<file path="src/rtl/ram_pkg.sv">
// Shared defaults and grant encoding for the DUALRAM FIFO controller.
package ram_pkg;

    localparam int unsigned DEF_MEM_WIDTH = 16;
    localparam int unsigned DEF_MEM_DEPTH = 1024;
    localparam int unsigned DEF_ADDR_SIZE = 10;

    typedef enum logic [1:0] {
        GNT_NONE,
        GNT_PUSH,
        GNT_POP
    } grant_t;

endpackage

</file>
<file path="src/rtl/ram_fifo_arb.sv">
// Two-way round-robin arbiter between push and pop; at most one grant per cycle.
module ram_fifo_arb
    import ram_pkg::*;
(
    input  logic   clk_i,
    input  logic   rst_i,
    input  logic   push_ok_i,
    input  logic   pop_ok_i,
    output grant_t grant_o
);

    grant_t last_q;
    grant_t last_d;

    // last_grant only moves on a conflict, so a lone requester never steals the next turn.
    always_comb begin
        grant_o = GNT_NONE;
        last_d  = last_q;
        if (push_ok_i && pop_ok_i) begin
            grant_o = (last_q == GNT_PUSH) ? GNT_POP : GNT_PUSH;
            last_d  = grant_o;
        end else if (push_ok_i) begin
            grant_o = GNT_PUSH;
        end else if (pop_ok_i) begin
            grant_o = GNT_POP;
        end
    end

    always_ff @(posedge clk_i) begin
        if (rst_i) begin
            last_q <= GNT_POP;
        end else begin
            last_q <= last_d;
        end
    end

endmodule

</file>
<file path="src/rtl/ram_fifo_ctrl.sv">
// FIFO controller driving a single DUALRAM: pointers, occupancy, flags, read-valid pipeline.
module ram_fifo_ctrl
    import ram_pkg::*;
#(
    parameter int unsigned MEM_WIDTH = DEF_MEM_WIDTH,
    parameter int unsigned MEM_DEPTH = DEF_MEM_DEPTH,
    parameter int unsigned ADDR_SIZE = DEF_ADDR_SIZE
) (
    input  logic                 clk,
    input  logic                 rst,
    input  logic                 flush,
    input  logic                 push_req,
    input  logic [MEM_WIDTH-1:0] push_data,
    output logic                 push_ack,
    input  logic                 pop_req,
    output logic                 pop_ack,
    output logic [MEM_WIDTH-1:0] pop_data,
    output logic                 pop_data_vld,
    output logic                 full,
    output logic                 empty,
    output logic [ADDR_SIZE:0]   count,
    output logic [MEM_WIDTH-1:0] ram_din,
    output logic [ADDR_SIZE-1:0] ram_addr_wr,
    output logic [ADDR_SIZE-1:0] ram_addr_rd,
    output logic                 ram_wr_en,
    output logic                 ram_rd_en,
    output logic                 ram_blk_select,
    input  logic [MEM_WIDTH-1:0] ram_dout
);

    grant_t               grant;
    logic                 push_ok;
    logic                 pop_ok;
    logic [ADDR_SIZE-1:0] wr_ptr_q, wr_ptr_d;
    logic [ADDR_SIZE-1:0] rd_ptr_q, rd_ptr_d;
    logic [ADDR_SIZE:0]   count_q, count_d;
    logic                 vld_q;

    assign full    = (count_q == (ADDR_SIZE+1)'(MEM_DEPTH));
    assign empty   = (count_q == '0);
    assign push_ok = push_req & ~full & ~flush & ~rst;
    assign pop_ok  = pop_req & ~empty & ~flush & ~rst;

    ram_fifo_arb u_arb (
        .clk_i     (clk),
        .rst_i     (rst),
        .push_ok_i (push_ok),
        .pop_ok_i  (pop_ok),
        .grant_o   (grant)
    );

    assign push_ack       = (grant == GNT_PUSH);
    assign pop_ack        = (grant == GNT_POP);
    assign ram_wr_en      = push_ack;
    assign ram_rd_en      = pop_ack;
    assign ram_blk_select = ram_wr_en | ram_rd_en;
    assign ram_din        = push_data;
    assign ram_addr_wr    = wr_ptr_q;
    assign ram_addr_rd    = rd_ptr_q;
    assign pop_data       = ram_dout;
    assign pop_data_vld   = vld_q;
    assign count          = count_q;

    // Explicit wrap compare keeps non-power-of-2 depths correct.
    always_comb begin
        wr_ptr_d = wr_ptr_q;
        rd_ptr_d = rd_ptr_q;
        count_d  = count_q;
        if (flush) begin
            wr_ptr_d = '0;
            rd_ptr_d = '0;
            count_d  = '0;
        end else if (push_ack) begin
            wr_ptr_d = (wr_ptr_q == ADDR_SIZE'(MEM_DEPTH - 1)) ? '0 : wr_ptr_q + ADDR_SIZE'(1);
            count_d  = count_q + (ADDR_SIZE+1)'(1);
        end else if (pop_ack) begin
            rd_ptr_d = (rd_ptr_q == ADDR_SIZE'(MEM_DEPTH - 1)) ? '0 : rd_ptr_q + ADDR_SIZE'(1);
            count_d  = count_q - (ADDR_SIZE+1)'(1);
        end
    end

    always_ff @(posedge clk) begin
        if (rst) begin
            wr_ptr_q <= '0;
            rd_ptr_q <= '0;
            count_q  <= '0;
            vld_q    <= 1'b0;
        end else begin
            wr_ptr_q <= wr_ptr_d;
            rd_ptr_q <= rd_ptr_d;
            count_q  <= count_d;
            vld_q    <= pop_ack;
        end
    end

endmodule

</file>
<file path="config.mk">
export PLATFORM = sky130hd
export DESIGN_NAME = ram_fifo_ctrl
export DESIGN_NICKNAME = d
export VERILOG_FILES = /design/src/rtl/ram_pkg.sv /design/src/rtl/ram_fifo_arb.sv /design/src/rtl/ram_fifo_ctrl.sv
export SDC_FILE = /design/constraint.sdc
export NUM_CORES = 1
export LEC_CHECK = 0
export CELL_PAD_IN_SITES_DETAIL_PLACEMENT = 0
export CELL_PAD_IN_SITES_GLOBAL_PLACEMENT = 2
export CORE_ASPECT_RATIO = 0.9
export CORE_UTILIZATION = 24
export DETAILED_ROUTE_END_ITERATION = 10
export GPL_ROUTABILITY_DRIVEN = 0
export PLACE_DENSITY_LB_ADDON = 0.05
export SETUP_SLACK_MARGIN = 0.02
export SLEW_MARGIN = 20
export SYNTH_ARGS = -nofsm -noshare
export SYNTH_HDL_FRONTEND = slang
export SYNTH_SLANG_ARGS = --single-unit
</file>
<file path="constraint.sdc">
create_clock -name clk -period 5.4 [get_ports clk]
set_input_delay 0.81 -clock clk [delete_from_list [all_inputs] [get_ports clk]]
set_output_delay 0.81 -clock clk [all_outputs]
set_load 0.1 [all_outputs]
</file>
==> Flow_metrics.wiki <==
{| class="wikitable"
! Metric !! Value
|-
| Outcome || finished, final reports clean
|-
| Final number of setup-violating endpoints || 0
|-
| Number of hold-repair buffers added at the cts stage || 0
|-
| Height of the chip || 94.7 µm
|-
| CP Launch Type || input port
|-
| Routed wirelength normalized by instance count || 15.3 µm
|-
| Worst max-slew margin expressed relative to the limit || 32.0%
|-
| DR pass1 iterations || 4
|-
| Portion of the post-synthesis area used by sequential elements || 29.7%
|-
| Number of flip-flops and latches in the synthesized netlist || 34
|-
| Synthesized-area fraction occupied by ao, oa, aoi and oai cells || 21.3%
|-
| Drt via density || 4.80
|-
| Proportion of netlist area held by the largest area contributor || 29.7%
|-
| Adder-cell share of the synthesized area || 6.88%
|-
| Count of distinct cell types in the synthesized netlist || 53
|-
| Number of synthesized flops with an enable pin || 0
|-
| Number of port buffers || 43
|-
| DRT Wirelength || 6300 µm
|-
| Yosys top cell by area || dfxtp_1
|-
| Wire length of the first global-routing pass || 10400 µm
|-
| Final Hold Slack || 0.490 ns
|-
| Count of yosys warnings during synthesis || 0
|-
| Final period utilization || 73.2%
|-
| Multiplexer area fraction after synthesis || 2.68%
|-
| Syn_nets || 323
|-
| Final setup TNS || 0 ns
|-
| Count of antenna-violating nets left after detailed routing || 0
|-
| Kind of path behind the tightest hold check || register to register
|-
| Buffers from clock root to sink, at most || 2
|-
| Antenna violations before repair || 0
|-
| Maximum clock skew at final layout || 0.0134 ns
|-
| Detailed-placement wirelength estimate || 4590 µm
|-
| Total Routing Usage GR || 13.5%
|-
| Max-capacitance violation count || 0
|-
| Share of total power in the clock network || 30.3%
|-
| Static leakage || 0.994 nW
|-
| Post-route worst setup slack || 1.45 ns
|-
| Final Instance Count excl. Fillers || 411
|-
| Start point of the worst hold path || ram_addr_wr[4]
|-
| Sw power || 0.259 mW
|-
| Via count of the first global-routing pass || 1918
|-
| Final worst path period need || 3.95 ns
|-
| Cell count after synthesis || 274
|-
| Chip Width || 105 µm
|-
| Xor/xnor share of the synthesized area || 3.06%
|-
| Number of H-tree branching levels || 2
|-
| Cell-internal power || 0.418 mW
|-
| Peak supply drop || 0.200 mV
|-
| FMAX || 253 MHz
|-
| Largest cells by area after synthesis || dfxtp_1, buf_4, ha_1, a21oi_1, nand2_1
|-
| Fin util || 29.2%
|-
| Final slew viol count || 0
|-
| Critical setup path kind || input port to register
|-
| Post-CTS Setup Repair Bufs || 0
|-
| Synth async-reset ratio || 0%
|-
| Effective utilization at floorplan || 24.9%
|-
| Remaining global-route overflow || 0
|-
| Part of the total power dissipated in sequential elements || 39.3%
|-
| Worst-path maximum fanout || 21
|-
| Ports || 108
|-
| CTS tree || done
|-
| Top_reg_cell synth || dfxtp_1
|-
| Number of sinks handled by clock tree synthesis || 34
|-
| Pre-CTS worst setup slack || 1.11 ns
|-
| Total number of placement rows || 33
|-
| Worst setup path start || rst
|-
| PwrDens || 252 mW/mm²
|-
| Simple-gate area share of the yosys netlist || 21.8%
|-
| Main combinational cell family by area after synthesis || simple AND/OR/NAND/NOR gates
|-
| Number of nets in the layout || 337
|-
| Largest net degree at the start of global routing || 22
|-
| Placed cell count || 403
|-
| Skew-Pair Late Insertion Delay || 0.29 ns
|-
| DR DRC count || 0
|-
| Setup repair after global routing missed its margin || no
|-
| Clock Root Buffer || clkbuf_8
|-
| Portion of total power attributed to combinational logic || 30.4%
|-
| Number of DRC markers in iteration 0 || 62
|-
| Synthesis-to-layout area growth || 17.4%
|-
| Number of clock buffers inserted by TritonCTS || 5
|-
| Final Hold Viols || 0
|-
| Via count || 1974
|-
| Clock-pin slew of the registers on the worst-case setup and hold paths || 0.08 ns
|-
| Type of element capturing the critical path || register
|-
| CP Data Arrival Time || 4.16 ns
|-
| Switching part of the total || 38.2%
|-
| Number of diodes || 0
|-
| Average size of a mapped cell || 8.36 µm²
|-
| Post-cts resize count || 0
|-
| Placeable core region || 0.00921 mm²
|-
| Fraction of layout instances using a drive strength above 1 || 10.0%
|-
| Transition at the pin with the smallest max-transition slack || 1.01 ns
|-
| Required time at the worst-slack endpoint || 5.61 ns
|-
| Netlist area before placement || 0.00229 mm²
|-
| Area enclosed by the die boundary || 0.00994 mm²
|-
| Reg2Reg Launch Point || count[4]
|}
==> kinds of logic (layout without fill, tap and decap cells) <==
kind of cell	count (synthesis)	after routing
AND/OR/NAND/NOR	91	91
AO/OA/AOI/OAI	72	72
buffers and inverters	51	66
flip-flops	34	34
adder cells (fa/ha/maj)	12	12
XOR/XNOR	8	8
multiplexers	6	6
==> cell type report <==
type / instances / area [µm²]
Clock buffer: 6 / 82.6
Clock inverter: 2 / 12.5
Fill cell: 1000 / 6520
Inverter: 12 / 45.0
Multi-Input combinational cell: 189 / 1280
Sequential cell: 34 / 681
Tap cell: 122 / 153
Timing Repair Buffer: 46 / 440
==> path summary, 6_finish.rpt <==
check	end	slack (ns)	cells after the start
worst max register to register	count[10]	2.06	10
worst min register to register	ram_addr_wr[4]	0.49	1
worst max-delay path	count[6]	1.45	10
worst min-delay path	ram_addr_wr[4]	0.49	1
==> layer usage <==
| layer | global-route usage [%] | vias to the layer above | part of all wire (%) |
|---|---|---|---|
| met1 | 19.0 | 919 | 53 |
| met4 | 3.64 | 0 | 0.40 |
| met3 | 3.04 | 4 | 4.8 |
| met5 | 0 | - | 0 |
| li1 | - | 999 | - |
| met2 | 20.7 | 52 | 42 |
==> through the flow <==
stage,total power [mW],area (µm²)
CTS,0.692,2690
finish,0.677,2690
global route,0.719,2690
detailed placement,0.479,2590
global placement,0.483,2590
floorplan,0.542,2290
==> cells in the mapped netlist (5+ instances only) <==
library cell	n
or4_1	5
xor2_1	5
ha_1	11
nand2_1	22
mux2i_1	5
o21ai_0	12
buf_4	34
inv_1	10
nand4_1	5
nand3_1	11
nor2_1	22
dfxtp_1	34
and3_1	5
a21oi_1	22
o31ai_1	5
==> critical path, stage by stage <==
cell and delay [ns]:
clkdlybuf4s50_1 0.45, or2_2 0.51, nor2_1 0.24, nand3_2 0.16
fa_1 0.50, a211oi_1 0.38, nor2_1 0.12, or4b_2 0.62
a31o_2 0.25, a21oi_1 0.12
==> cell usage in the layout (no fill, tap or decap), types with 3 or more instances in the layout <==
cell type,Yosys,routed
nor2_1,22,22
nand3_1,11,11
o2111ai_1,3,3
nor2b_1,4,4
inv_1,10,10
mux2i_1,5,5
dfxtp_1,34,34
and3_1,5,5
nand2_1,22,22
o211ai_1,3,3
o31ai_1,5,5
a211o_1,3,3
nand4_1,5,5
clkdlybuf4s50_1,0,38
xnor2_1,3,3
xor2_1,5,5
a21oi_1,22,22
or4_1,5,5
clkbuf_8,0,6
o21ai_0,12,12
a21o_1,3,3
buf_4,34,8
a211oi_1,4,4
ha_1,11,11
==> power by group through the flow <==
stage          Clock [mW]  Combinational [mW]  Sequential [mW]
6_report            0.205               0.206            0.266
5_1_grt             0.230               0.221            0.267
4_1_cts             0.218               0.208            0.266
3_5_place_dp            0               0.207            0.272
3_3_place_gp            0               0.210            0.272
2_1_floorplan           0               0.235            0.307
==> state kept, by name (all words and copies together) (netlist names) <==
name	count
count	11
pop_data_vld	1
ram_addr_rd	10
ram_addr_wr	10
u_arb.last_q	2
Note: power is estimated with default switching activity, not from simulation.
